$ cat config.mk
export PLATFORM = sky130hd
export DESIGN_NAME = if_fetch_stage
export DESIGN_NICKNAME = d
export VERILOG_FILES = /design/src/rtl/if_fetch_stage.sv
export SDC_FILE = /design/constraint.sdc
export NUM_CORES = 1
export LEC_CHECK = 0
export CORE_MARGIN = 8
export CORE_UTILIZATION = 40
export DETAILED_ROUTE_END_ITERATION = 8
export GPL_ROUTABILITY_DRIVEN = 0
export GPL_TIMING_DRIVEN = 0
export PLACE_DENSITY = 0.69
export SLEW_MARGIN = 20
export SYNTH_ARGS = -nofsm -noshare
export SYNTH_HDL_FRONTEND = slang
export SYNTH_SLANG_ARGS = --single-unit
$ cat constraint.sdc
create_clock -name CLK -period 2.3 [get_ports CLK]
set_clock_uncertainty 0.15 [all_clocks]
set_input_delay 0.345 -clock CLK [delete_from_list [all_inputs] [get_ports CLK]]
set_output_delay 0.345 -clock CLK [all_outputs]
set_load 0.01 [all_outputs]
$ cat src/rtl/if_fetch_stage.sv
// Fetch stage and IF/ID pipeline register.
// Issues one instruction-memory request at a time, hands returned instructions to decode, parks
// one returned instruction in a skid buffer while the pipeline is stalled, and discards the stale
// response to a request that was in flight when a branch flush arrived.
//
// Ports:
//   CLK, RST            clock and synchronous active-high reset
//   PC_EN_IN            hazard unit: 0 holds the PC
//   IF_ID_EN_IN         hazard unit: 0 holds IF/ID
//   FLUSH_IN            taken branch/jump from EX; BRANCH_TARGET_IN is the redirect address
//   IMEM_REQ_OUT        fetch request, held until IMEM_VALID_IN
//   IMEM_ADDR_OUT       fetch address (the PC register)
//   IMEM_RDATA_IN       returned instruction, qualified by IMEM_VALID_IN
//   INSTR_IF_ID_OUT     IF/ID instruction
//   PC_IF_ID_OUT        IF/ID PC
//   VALID_IF_ID_OUT     IF/ID holds a real instruction
//   FETCH_STALL_OUT     fetch is waiting on memory
module if_fetch_stage #(
  parameter logic [31:0] RESET_PC  = 32'h00400000,
  parameter logic [31:0] NOP_INSTR = 32'h00000013
) (
  input  logic        CLK,
  input  logic        RST,
  input  logic        PC_EN_IN,
  input  logic        IF_ID_EN_IN,
  input  logic        FLUSH_IN,
  input  logic [31:0] BRANCH_TARGET_IN,
  output logic        IMEM_REQ_OUT,
  output logic [31:0] IMEM_ADDR_OUT,
  input  logic [31:0] IMEM_RDATA_IN,
  input  logic        IMEM_VALID_IN,
  output logic [31:0] INSTR_IF_ID_OUT,
  output logic [31:0] PC_IF_ID_OUT,
  output logic        VALID_IF_ID_OUT,
  output logic        FETCH_STALL_OUT
);

  typedef enum logic [1:0] {StFetch, StHold, StDrain} state_e;

  state_e      state_q, state_d;
  logic [31:0] pc_q, pc_d;
  logic [31:0] skid_q, skid_d;
  logic [31:0] instr_q, instr_d;
  logic [31:0] ifpc_q, ifpc_d;
  logic        valid_q, valid_d;
  logic        adv;

  assign adv = PC_EN_IN & IF_ID_EN_IN;

  always_comb begin
    state_d = state_q;
    pc_d    = pc_q;
    skid_d  = skid_q;
    instr_d = instr_q;
    ifpc_d  = ifpc_q;
    valid_d = valid_q;

    if (FLUSH_IN) begin
      // Redirect wins over stalls; any skid content is dropped by leaving StHold.
      pc_d    = BRANCH_TARGET_IN;
      instr_d = NOP_INSTR;
      ifpc_d  = BRANCH_TARGET_IN;
      valid_d = 1'b0;
      unique case (state_q)
        StFetch: state_d = IMEM_VALID_IN ? StFetch : StDrain;
        StHold:  state_d = StFetch;
        // A response landing in the same cycle is the stale one, so no request is left open.
        StDrain: state_d = IMEM_VALID_IN ? StFetch : StDrain;
        default: state_d = StFetch;
      endcase
    end else begin
      unique case (state_q)
        StFetch: begin
          if (IMEM_VALID_IN && adv) begin
            instr_d = IMEM_RDATA_IN;
            ifpc_d  = pc_q;
            valid_d = 1'b1;
            pc_d    = pc_q + 32'd4;
          end else if (IMEM_VALID_IN) begin
            skid_d  = IMEM_RDATA_IN;
            state_d = StHold;
            if (IF_ID_EN_IN) begin
              instr_d = NOP_INSTR;
              ifpc_d  = pc_q;
              valid_d = 1'b0;
            end
          end else if (IF_ID_EN_IN) begin
            instr_d = NOP_INSTR;
            ifpc_d  = pc_q;
            valid_d = 1'b0;
          end
        end
        StHold: begin
          if (adv) begin
            instr_d = skid_q;
            ifpc_d  = pc_q;
            valid_d = 1'b1;
            pc_d    = pc_q + 32'd4;
            state_d = StFetch;
          end
        end
        StDrain: begin
          if (IMEM_VALID_IN) begin
            state_d = StFetch;
          end
          if (IF_ID_EN_IN) begin
            instr_d = NOP_INSTR;
            ifpc_d  = pc_q;
            valid_d = 1'b0;
          end
        end
        default: state_d = StFetch;
      endcase
    end
  end

  always_ff @(posedge CLK) begin
    if (RST) begin
      state_q <= StFetch;
      pc_q    <= RESET_PC;
      skid_q  <= NOP_INSTR;
      instr_q <= NOP_INSTR;
      ifpc_q  <= 32'd0;
      valid_q <= 1'b0;
    end else begin
      state_q <= state_d;
      pc_q    <= pc_d;
      skid_q  <= skid_d;
      instr_q <= instr_d;
      ifpc_q  <= ifpc_d;
      valid_q <= valid_d;
    end
  end

  // Request stays low through the reset cycle whatever state the register holds.
  assign IMEM_REQ_OUT    = (state_q == StFetch) & ~RST;
  assign IMEM_ADDR_OUT   = pc_q;
  assign INSTR_IF_ID_OUT = instr_q;
  assign PC_IF_ID_OUT    = ifpc_q;
  assign VALID_IF_ID_OUT = valid_q;
  assign FETCH_STALL_OUT = ((state_q == StFetch) & ~IMEM_VALID_IN) | (state_q == StDrain);

endmodule
# Yosys cells after proc, flatten, opt, wreduce, memory -nomap -nowiden

Index checks and enable logic that the tools add are counted.

Register bits after elaboration: 131
Latch bits: 0
Memory bits (writable): 0
ROM bits: 0
Word-level logic and storage cells: 60
Memories kept: 0

Add/sub/neg operators: 1
$mul: 0
Div/mod/pow operators: 0
Order comparisons: 0
Equal/unequal tests: 8
Shift operators: 0
Muxes and demuxes: 25
Bitwise gates (word level): 8
Reduce and logical (&&, ||, !) cells: 12

Operators with widths:

| cell                                          | count |
|---|---|
| two-way mux 32 bit                            | 10 |
| one-hot mux 32 bit (3 select lines)           | 2 |
| one-hot mux 32 bit (2 select lines)           | 1 |
| adder 32 x 3 -> 32 bit, second input constant | 1 |
| inequality test 3 bit, second input constant  | 5 |
| two-way mux 2 bit                             | 7 |
| AND reduction 4 bit                           | 2 |
| one-hot mux 2 bit (3 select lines)            | 1 |
| nonzero test 3 bit                            | 2 |
| inverter 1 bit                                | 4 |
| AND reduction 2 bit                           | 2 |
| nonzero test 4 bit                            | 1 |
| OR reduction 2 bit                            | 2 |
| AND 1 bit                                     | 3 |
| two-way mux 1 bit                             | 3 |
| one-hot mux 1 bit (3 select lines)            | 1 |
| AND reduction 3 bit                           | 1 |
| == test 2 x 1 -> 1 bit, second input constant | 1 |
| == test 2 bit, second input constant          | 1 |
| zero test 2 bit                               | 1 |
| inequality test 2 bit, second input constant  | 1 |
| logical AND 1 bit                             | 1 |
| bitwise OR 1 bit                              | 1 |

# Depth between registers and ports, before layout

Depth in word-level cells: 5
Depth in mapped cells: 9

# Worst setup path after synthesis

Ideal clock, no wire load.

Path kind: register to register
Start point: register state_q[0]
End point: register pc_q[19] (netlist: IMEM_ADDR_OUT[19])
Library setup time: 0.103 ns
Arrival time: 1.832 ns
Data required time: 2.047 ns
Setup slack: 0.215 ns
Stages on the path, launching flop included: 9
Buffers on the path: 1
Clock period less this slack: 2.085 ns
Path through: dfxtp_1 inv_1 ha_1 buf_6 mux2i_4 nor3_4 and4b_1 nor3_1 a2111oi_2

Cells in the longest elaborated chain, start to end: 3
Elaborated cells on any way between the ends: 8
Those cells by class: 3 x eq/ne; 2 x mux; 3 x reduce/logical

RTL lines:

| what                                                                | RTL line | source |
|---|---|---|
| start: declaration                                                  | 40       | `state_e state_q, state_d;` |
| start signal: assignment                                            | 119      | `state_q <= StFetch;` |
| start signal: assignment                                            | 126      | `state_q <= state_d;` |
| == test 2 x 1 -> 1 bit or zero test 2 bit (tied branches)           | 72       | `unique case (state_q)` |
| inequality test 3 bit (no line), or another cell as far along       | n/a      |  |
| AND reduction 3 bit (no line) or two-way mux 32 bit (tied branches) | n/a      |  |
| end signal: assignment                                              | 127      | `pc_q <= pc_d;` |
| end: declaration                                                    | 41       | `logic [31:0] pc_q, pc_d;` |

Parallel ways exist; a longest one is shown, timed or not.
A chain may end at the register's enable or synchronous reset.

# Worst setup path after layout

Ends and elaborated chain as after synthesis.

==> results.json <==
{
  "drtPass1Iterations": 5,
  "synth_area_leaders": "dfxtp_1 (44%), nand2_1 (7.3%), a21oi_1 (6.5%)",
  "cp_cell_sequence": "inv_1, ha_1, buf_6, mux2i_4, nor3_4, buf_4, and4b_1, nor3_1, a2111oi_2",
  "drtIter0Drc": 488,
  "initial_core_util": 0.402,
  "grt_pass1_vias": 6085,
  "die_area_sq_um": 19200,
  "syn_area_per_cell_sq_um": 8.05,
  "vias_per_cell": 5.45,
  "relSlewSlack": 0.514,
  "final_core_util": 0.583,
  "synth_edf_count": 0,
  "p_total_uw": 6470,
  "htreeDepth": 4,
  "synth_area_leader_cell": "dfxtp_1",
  "fin_crit_sh": 0.962,
  "layout_commonest_cell": "clkdlybuf4s50_1",
  "io_buffer_count": 167,
  "cp.buffers_inverters": 3,
  "tns_ns": 0,
  "track_usage": 0.213,
  "worst_path_max_delay_cell": "dfxtp_2",
  "maxCapViolations": 0,
  "hold_class": "flop to flop",
  "dpl.hpwl_microns": 15100,
  "wl_microns": 21000,
  "grt_pass1_wl_microns": 32800,
  "antenna_found_initial": 1,
  "num_rows": 45,
  "period_needed_ns": 2.21,
  "cts_hold_buf": 0,
  "clock_sinks": 131,
  "core_area_sq_um": 15000,
  "clockBufferDepth": 2,
  "finalSetupViolations": 0,
  "ys.flop_type": "dfxtp_1",
  "fp.dieH_microns": 139,
  "async_flop_share": 0,
  "ys_warn_count": 0,
  "drive_gt1_frac": 0.0965,
  "status": "complete, no violations",
  "syn_nets": 822,
  "crit_family": "simple AND/OR/NAND/NOR gates",
  "worst_pin_slew_ns": 0.729,
  "cts_root_buffer": "clkbuf_16",
  "ant_nets": 0,
  "worstPathRequired_ns": 2.47,
  "powerDensity_nw_per_um2": 741,
  "area_growth_pct": 45.1,
  "design_area_sq_um": 8740,
  "nets": 1014,
  "grt_overflow": 0,
  "p_leak_uw": 0.00320,
  "synth_area_sq_um": 6020,
  "cts_tree": "yes",
  "die_w_microns": 139,
  "hold_viol_final": 0,
  "placed_cell_area_sq_um": 7930,
  "clkLatencyLatePin_ns": 0.42,
  "netlist_instances": 748,
  "io_pins": 169,
  "maxSlewViolCount": 0,
  "crit_type": "flop to flop",
  "worst_setup_path_start_kind": "flop",
  "synth.top_cell.area_share": 0.435,
  "ys_ff_latch": 131,
  "seq_area_frac_synth": 0.435,
  "cpPeakStageDelay_ns": 0.34,
  "wire_per_inst_microns": 18.3,
  "max_freq_ghz": 0.452,
  "synth.distinct_cells": 59,
  "end_kind": "flop",
  "worst_ir_drop_vdd_mv": 0.530,
  "rsz0062_at_grt": "yes",
  "grt_max_degree": 17,
  "worst-path-max-fanout": 10,
  "final_cell_mix": "clkdlybuf4s50_1 (165), dfxtp_1 (130), nand2_1 (117)",
  "vias": 6220,
  "cp_data_arrival_time_ns": 2.38,
  "clkTransAtPathRegs_ns": 0.06,
  "drcViolationCount": 0,
  "cts_buffers": 17
}
[worst reg2reg max path, stage by stage (launching register included)]
cell and delay, ns:
dfxtp_2 0.34, inv_1 0.06, ha_1 0.20, buf_6 0.15
mux2i_4 0.22, nor3_4 0.20, buf_4 0.18, and4b_1 0.24
nor3_1 0.07, a2111oi_2 0.32
[synthesized netlist by cell type, types with 2 or more instances]
cell	n
and2_1	3
nand3_1	14
a21boi_0	11
and4_1	3
and3_1	3
clkbuf_1	35
a22oi_1	45
buf_2	18
nand2b_1	7
a21oi_1	78
o22ai_1	5
or3_1	2
a311oi_1	3
nor4_1	11
a32o_1	2
o31a_1	2
a31oi_1	3
xnor2_1	7
inv_1	16
nor2_1	100
nor3_2	2
nor3_1	10
o21ai_0	10
a21o_1	4
xor2_1	12
nand2_1	117
a2111oi_2	2
o31ai_1	6
o2bb2ai_1	21
buf_1	3
a211oi_1	10
nand3b_1	3
mux2i_1	2
a221oi_1	4
dfxtp_1	131
nor2b_1	6
ha_1	4
and4b_1	2
nand4_1	11
[final timing paths]
check                                 from                end  slack (ns)  cells past startpoint
worst min register to register  skid_q[15]         skid_q[15]        0.30                      2
worst max-delay path            state_q[0]  IMEM_ADDR_OUT[19]        0.09                      9
worst max register to register  state_q[0]  IMEM_ADDR_OUT[19]        0.09                      9
worst min-delay path            skid_q[15]         skid_q[15]        0.30                      2
[registers in the layout, summed over array words and instances, names as in the netlist]
signal           flops
PC_IF_ID_OUT        32
state_q              2
INSTR_IF_ID_OUT     32
IMEM_ADDR_OUT       32
VALID_IF_ID_OUT      1
skid_q              32
[kinds of logic (layout without fill, tap and decap cells)]
kind of cell,Yosys count,after routing,share of synthesized area
adders and majority gates,4,4,0.00831
other,0,1,0
and+or+nand+nor,304,304,0.232
buffers and inverters,74,279,0.0513
xor gates and xnor gates,19,19,0.0276
muxes,4,4,0.00893
DFF,131,131,0.435
AOI/OAI and AO/OA,212,212,0.236
[layer usage]
layer  up-vias  GRT usage  wire length, microns
met3        36     0.0771                  1910
met1      2916      0.258                  9140
met4         0     0.0867                   471
met2       242      0.335                  9440
li1       3026          -                     -
met5         -          0                     0
[timing repair]
| item | 4_1_cts | 5_1_grt |
|---|---|---|
| setup endpoints to repair | 69 | 76 |
| pin swaps | 2 | 3 |
| hold endpoints to repair | 0 | 0 |
| setup buffers | 2 | 5 |
| gates resized for setup | 17 | 31 |
[power breakdown]
part           internal, uW  switching (uW)  total [uW]
Combinational           483             574        1060
Clock                  1880            1050        2930
Sequential             2390             100        2490
[area by class of cell]
type                       instances  area [sq um]
antenna                            1          2.50
buffer                            57           278
clock buffer                      21           460
clock inverter                    11           175
fill                            1370          6240
inverter                          16          60.1
multi-input combinational        543          3180
sequential                       131          2620
tap                              188           235
timing repair buffer             174          1720
[per-stage QoR]
step / setup slack (ns) / std cells / hold WS [ns]
final: 0.0885 / 1142 / 0.304
after global routing: -0.0252 / 1142 / 0.319
after CTS: -0.00733 / 1137 / 0.304
after detailed placement: -0.645 / 1103 / 0.296
after global placement: -0.621 / 1103 / 0.292
after floorplan: 0.215 / 748 / 0.286
No activity file was read; power rests on OpenSTA's default activity.
